`config.mk`:
```
export PLATFORM = sky130hd
export DESIGN_NAME = gesture_input_multi
export DESIGN_NICKNAME = d
export VERILOG_FILES = /design/src/rtl/gesture_input_multi.sv
export SDC_FILE = /design/constraint.sdc
export NUM_CORES = 1
export LEC_CHECK = 0
export CAP_MARGIN = 15
export CELL_PAD_IN_SITES_DETAIL_PLACEMENT = 2
export CELL_PAD_IN_SITES_GLOBAL_PLACEMENT = 2
export CORE_MARGIN = 2
export CORE_UTILIZATION = 40
export CTS_CLUSTER_SIZE = 16
export DETAILED_ROUTE_END_ITERATION = 8
export GPL_TIMING_DRIVEN = 0
export PLACE_DENSITY = 0.79
export SLEW_MARGIN = 20
export SYNTH_ARGS = -nofsm -noshare
export SYNTH_HDL_FRONTEND = slang
export SYNTH_SLANG_ARGS = --single-unit
export TNS_END_PERCENT = 100
```
`constraint.sdc`:
```
create_clock -name clk -period 4.93 [get_ports clk]
set_input_delay 1.479 -clock clk [delete_from_list [all_inputs] [get_ports clk]]
set_output_delay 1.479 -clock clk [all_outputs]
set_load 0.05 [all_outputs]
```
`src/rtl/gesture_input_multi.sv`:
```
// gesture_input_multi
//   Conditions NUM_BTN raw pushbuttons and classifies each press as short or
//   long. The switch pattern present when a press is accepted is reported
//   with a one-cycle strobe, together with the button index and the long flag.
//
// Ports:
//   clk            system clock
//   reset          synchronous, active-high reset
//   button         raw asynchronous button pins (polarity set by ACTIVE_LOW)
//   sw             switch pattern sampled at press time
//   gesture        captured sw pattern, 0 when gesture_valid = 0
//   gesture_valid  one-cycle event strobe
//   gesture_btn    index of the button that produced the event, 0 when idle
//   gesture_long   1 = long press, 0 = short press, 0 when idle
//   btn_level      debounced pressed level per button (1 = pressed)
//
// Handshake: gesture_valid is a one-cycle strobe with no back-pressure.
// gesture, gesture_btn and gesture_long qualify it in the same cycle.
module gesture_input_multi #(
    parameter int NUM_BTN     = 4,
    parameter int GW          = 8,
    parameter int DEB_CYCLES  = 500000,
    parameter int HOLD_CYCLES = 25000000,
    parameter bit ACTIVE_LOW  = 1'b1,
    localparam int BW         = (NUM_BTN > 1) ? $clog2(NUM_BTN) : 1
) (
    input  logic               clk,
    input  logic               reset,
    input  logic [NUM_BTN-1:0] button,
    input  logic [GW-1:0]      sw,
    output logic [GW-1:0]      gesture,
    output logic               gesture_valid,
    output logic [BW-1:0]      gesture_btn,
    output logic               gesture_long,
    output logic [NUM_BTN-1:0] btn_level
);

    localparam int DW = $clog2(DEB_CYCLES);
    localparam int HW = $clog2(HOLD_CYCLES);
    localparam logic [DW-1:0] DEB_LAST  = DW'(DEB_CYCLES - 1);
    localparam logic [HW-1:0] HOLD_LAST = HW'(HOLD_CYCLES - 1);
    localparam logic [NUM_BTN-1:0] REL_LVL = ACTIVE_LOW ? '1 : '0;

    typedef enum logic [1:0] {IDLE, PRESSED, LONG} state_t;

    logic [NUM_BTN-1:0] sync1, sync2, pressed_sync;
    logic [NUM_BTN-1:0] pend, grant, ev_long, armed;
    logic [GW-1:0]      ev_sw [NUM_BTN];
    logic [BW-1:0]      sel;
    logic [1:0]         fill;
    logic               fill_done;

    // Synchronisers reset to the released level so a reset never looks like a press.
    always_ff @(posedge clk) begin
        if (reset) begin
            sync1 <= REL_LVL;
            sync2 <= REL_LVL;
        end else begin
            sync1 <= button;
            sync2 <= sync1;
        end
    end

    assign pressed_sync = ACTIVE_LOW ? ~sync2 : sync2;

    // Two cycles after reset the synchroniser holds real pin data. A button
    // that is still pressed then was held across reset; it only becomes armed
    // once it has been seen released, so that press never produces an event.
    always_ff @(posedge clk) begin
        if (reset)              fill <= 2'd0;
        else if (fill != 2'd2)  fill <= fill + 2'd1;
    end

    assign fill_done = (fill == 2'd2);

    for (genvar i = 0; i < NUM_BTN; i++) begin : g_btn
        state_t          st_q, st_d;
        logic [DW-1:0]   deb_q;
        logic [HW-1:0]   hold_q;
        logic [GW-1:0]   cap_q, ev_sw_q;
        logic            lvl_q, pend_q, ev_long_q, armed_q;
        logic            hold_clr, hold_inc, cap_ld, ev_set, ev_lng;

        always_comb begin
            st_d     = st_q;
            hold_clr = 1'b0;
            hold_inc = 1'b0;
            cap_ld   = 1'b0;
            ev_set   = 1'b0;
            ev_lng   = 1'b0;
            case (st_q)
                IDLE: begin
                    if (lvl_q) begin
                        cap_ld   = 1'b1;
                        hold_clr = 1'b1;
                        // A press held across reset is parked in LONG, which
                        // waits for release without reporting anything.
                        st_d     = armed_q ? PRESSED : LONG;
                    end
                end
                PRESSED: begin
                    if (!lvl_q) begin
                        ev_set = 1'b1;
                        st_d   = IDLE;
                    end else if (hold_q == HOLD_LAST) begin
                        ev_set = 1'b1;
                        ev_lng = 1'b1;
                        st_d   = LONG;
                    end else begin
                        hold_inc = 1'b1;
                    end
                end
                LONG: begin
                    if (!lvl_q) st_d = IDLE;
                end
                default: st_d = IDLE;
            endcase
        end

        always_ff @(posedge clk) begin
            if (reset) begin
                st_q      <= IDLE;
                deb_q     <= '0;
                lvl_q     <= 1'b0;
                hold_q    <= '0;
                cap_q     <= '0;
                ev_sw_q   <= '0;
                ev_long_q <= 1'b0;
                pend_q    <= 1'b0;
                armed_q   <= 1'b0;
            end else begin
                st_q <= st_d;

                if (fill_done && !pressed_sync[i]) armed_q <= 1'b1;

                // Debounce: count consecutive mismatching cycles.
                if (pressed_sync[i] != lvl_q) begin
                    if (deb_q == DEB_LAST) begin
                        lvl_q <= ~lvl_q;
                        deb_q <= '0;
                    end else begin
                        deb_q <= deb_q + DW'(1);
                    end
                end else begin
                    deb_q <= '0;
                end

                // Hold counter only advances in PRESSED, so it stops at HOLD_LAST.
                if (hold_clr)      hold_q <= '0;
                else if (hold_inc) hold_q <= hold_q + HW'(1);

                if (cap_ld) cap_q <= sw;

                // A fresh event wins over a same-cycle grant so nothing is lost.
                if (ev_set) begin
                    pend_q    <= 1'b1;
                    ev_sw_q   <= cap_q;
                    ev_long_q <= ev_lng;
                end else if (grant[i]) begin
                    pend_q    <= 1'b0;
                end
            end
        end

        assign btn_level[i] = lvl_q;
        assign pend[i]      = pend_q;
        assign ev_long[i]   = ev_long_q;
        assign ev_sw[i]     = ev_sw_q;
        assign armed[i]     = armed_q;
    end

    // Fixed priority: lowest pending index is serviced first.
    always_comb begin
        grant = '0;
        sel   = '0;
        for (int i = 0; i < NUM_BTN; i++) begin
            if (pend[i] && (grant == '0)) begin
                grant[i] = 1'b1;
                sel      = BW'(i);
            end
        end
    end

    always_ff @(posedge clk) begin
        if (reset || (pend == '0)) begin
            gesture_valid <= 1'b0;
            gesture       <= '0;
            gesture_btn   <= '0;
            gesture_long  <= 1'b0;
        end else begin
            gesture_valid <= 1'b1;
            gesture       <= ev_sw[sel];
            gesture_btn   <= sel;
            gesture_long  <= ev_long[sel];
        end
    end

endmodule

```
==> results.md <==
- Vias in the first global route: 11200
- Mapped Area: 0.0125 mm^2
- Worst slew pin tran: about 0.86 ns
- Crit path cell chain: clkdlybuf4s50_1, clkbuf_1, clkbuf_1, clkbuf_1, nor2_1
- CP peak stage delay: about 0.80 ns
- Layout Nets: 1468
- Worst vdd ir: 0.000260 V
- Min cycle time layout: 3.65 ns
- Yosys cell types: 66
- Commonest cells post-synth: dfxtp_1, nor2_1, nand2_1
- Worst Path Arrival: ~4.1 ns
- CTS Buf Count: 31
- Number of I/O pins: 30
- Fmax: between 200 and 300 MHz
- Vias per Instance: 5.49
- Area delta synth->final: 14.7%
- Max-slew headroom: 42.9%
- CTS tree: yes
- Initial Util: approximately 41%
- RePlAce Congestion: 0.755
- Die X: 181 um
- Area of the multi-input gates: about 0.0063 mm^2
- Crit-path slowest cell: clkdlybuf4s50_1
- Port Buffers: 29
- Total global-route track usage: between 20% and 30%
- Critical path class: in2reg
- Post-route ant nets: 0
- Top-count cell post-synth: dfxtp_1
- WP data required: around 5.4 ns
- First-pass GRT wire length: 58600 um
- Largest fanout on the critical path: 10
- Pwr Density: 342 mW/mm^2
- Syn nets: about 1400
- Routed Wire Length: about 35000 um
- Pre-antenna DRT Iters: 4
- H-tree Lvls: 1
- Die Span Y: 181 um
- Status: complete, no violations
- Fin crit share: about three quarters
- Critical Path Sink Type: flip-flop
- Skew final: between 0.02 and 0.025 ns
- Sequential element share of the synthesized area: between 40% and 50%
- Diodes inserted: 0
- Flop2flop setup slack: 2.45 ns
- Slew Limit Fails: 0
- Met1 WL: about 16000 um
- Initial antenna violation count: 0
- Static Leak: roughly 0.0048 uW
- Kind of start point of the critical path: input pin
- Synth Area per Inst: roughly 9 um^2
- Synth top area share: 45.9%
- Post-synthesis async set-or-reset flop share: 0%
- Fin Setup TNS: 0 ns
- Clk sinks: 286
- Core box area: about 0.031 mm^2
- CP most frequent cell: clkbuf_1
- RSZ-0062 raised after global routing: false
- Share of cells above drive strength 1: 8.44%
- # setup viols final: 0
- Top post-synthesis cells by area: dfxtp_1, nor2_1, mux2i_1
- Clock latency on the worst-skew pair: 0.57 ns
- Largest area contributor in the netlist: dfxtp_1
- Met2 WL: ~17000 um
- Hold Crit Class: reg2reg
- Wire length on met3: 717 um
- Initial drt markers: roughly 340
- Mapped Cells: around 1400
- Register Area: approximately 0.0057 mm^2
- Final Core Density: about 47%
- Post-CTS Resized: 0
- Highest routed layer: met4
- Placement Rows: 64
- Max-cap viol count: 0
- Hold Vio Cnt, Final: 0
- Cts hold-fix bufs: 0
- Post-route DRC violation count: 0
- Synth warnings: 0
- HPWL after detailed placement: 24000 um
- Die area: roughly 0.033 mm^2
- Commonest register cell after synthesis: dfxtp_1
- Root buffer cell: clkbuf_16
- Post-CTS setup buffers: 0
- #FFs+latches synth: 286
- Clock transition at the registers of the reported paths: about 0.060 ns
- Total congestion overflow: 0
- Max Root-Sink Buffers: 3
- Post-synth EDFFs: 0
- Wirelength per Cell: between 15 and 20 um
- Vias: roughly 10000
- Largest net degree at the start of global routing: 16
- # fillers: between 3000 and 4000
==> routing by layer <==
| layer | up-vias | global-route usage, % |
|---|---|---|
| li1 | 4964 | - |
| met1 | 5146 | 27.7 |
| met2 | 87 | 38.9 |
| met3 | 52 | 2.24 |
| met4 | 0 | 4.71 |
| met5 | - | 0 |
==> through the flow <==
step | total power (uW) | hold WS [ns] | area [um^2] | instances | worst slack, ns
after global routing | 5080 | 0.430 | 14300 | 1866 | 1.14
final | 4890 | 0.418 | 14300 | 1866 | 1.28
after CTS | 4960 | 0.421 | 14300 | 1866 | 1.24
after global placement | 2530 | 0.395 | 13200 | 1808 | 0.742
after detailed placement | 2540 | 0.399 | 13200 | 1808 | 0.654
after floorplan | 2480 | 0.389 | 12500 | 1383 | 2.44
==> cells in the final DEF (no fill, tap or decap), drive strengths merged, types with 23 or more instances in the layout <==
cell / Yosys / routed
a21oi: 58 / 58
and4: 23 / 23
buf: 34 / 34
clkbuf: 27 / 69
clkdlybuf4s50: 0 / 29
dfxtp: 286 / 286
inv: 28 / 29
mux2i: 68 / 68
nand2: 125 / 125
nand3: 61 / 61
nand4: 51 / 51
nor2: 210 / 210
nor3: 23 / 23
o21ai: 42 / 42
or3: 41 / 41
xnor2: 51 / 51
xor2: 69 / 69
==> state kept, by name, indices dropped and copies added (netlist names) <==
register,cells
g_btn.deb_q,76
g_btn.hold_q,100
g_btn.armed_q,4
gesture,8
g_btn.ev_long_q,4
g_btn.cap_q,32
g_btn.lvl_q,4
g_btn.st_q,8
g_btn.pend_q,4
g_btn.ev_sw_q,32
gesture_valid,1
gesture_long,1
sync2,4
fill,2
sync1,4
gesture_btn,2
==> critical path, delay by kind of cell <==
| family | cells | cell delay (ns) |
|---|---|---|
| simple gates | 1 | 0.13 |
| buf+inv | 4 | 2.46 |
==> power by group <==
part           internal [uW]  switching (uW)
clock                   1440             964
combinational           45.1            91.9
sequential              2330            17.7
total                   3810            1070
==> cell families (layout without fill, tap and decap cells) <==
family	after synthesis	count (layout)	synth area share (%)
AO/OA/AOI/OAI	143	143	7.01
buffers and inverters	89	176	3.29
AND/OR/NAND/NOR	659	659	27.3
adder cells (fa/ha/maj)	9	9	0.904
flip-flops	286	286	45.9
multiplexers	77	77	7.09
XOR/XNOR	120	120	8.43
==> final timing paths <==
path	startpoint	endpoint	depth (start not counted)
hold / removal	sync1[3]$_SDFF_PP1_	sync2[3]$_SDFF_PP1_	1
setup / recovery	reset	g_btn[3].cap_q[1]$_SDFFE_PP0P_	5
hold reg to reg	sync1[3]$_SDFF_PP1_	sync2[3]$_SDFF_PP1_	1
setup reg to reg	g_btn[2].hold_q[0]$_SDFFE_PP0P_	g_btn[2].hold_q[5]$_SDFFE_PP0P_	7
==> area by class of cell <==
type | count | share of cell area, %
multi-input cells | 1008 | 44.2
plain buffers | 61 | 2.13
repair buffers | 29 | 2.03
clock inverters | 16 | 1.29
well taps | 396 | 3.46
clock buffers | 42 | 6.06
flip-flops and latches | 286 | 40.0
inverters | 28 | 0.735
No activity file was read; power rests on OpenSTA's default activity.
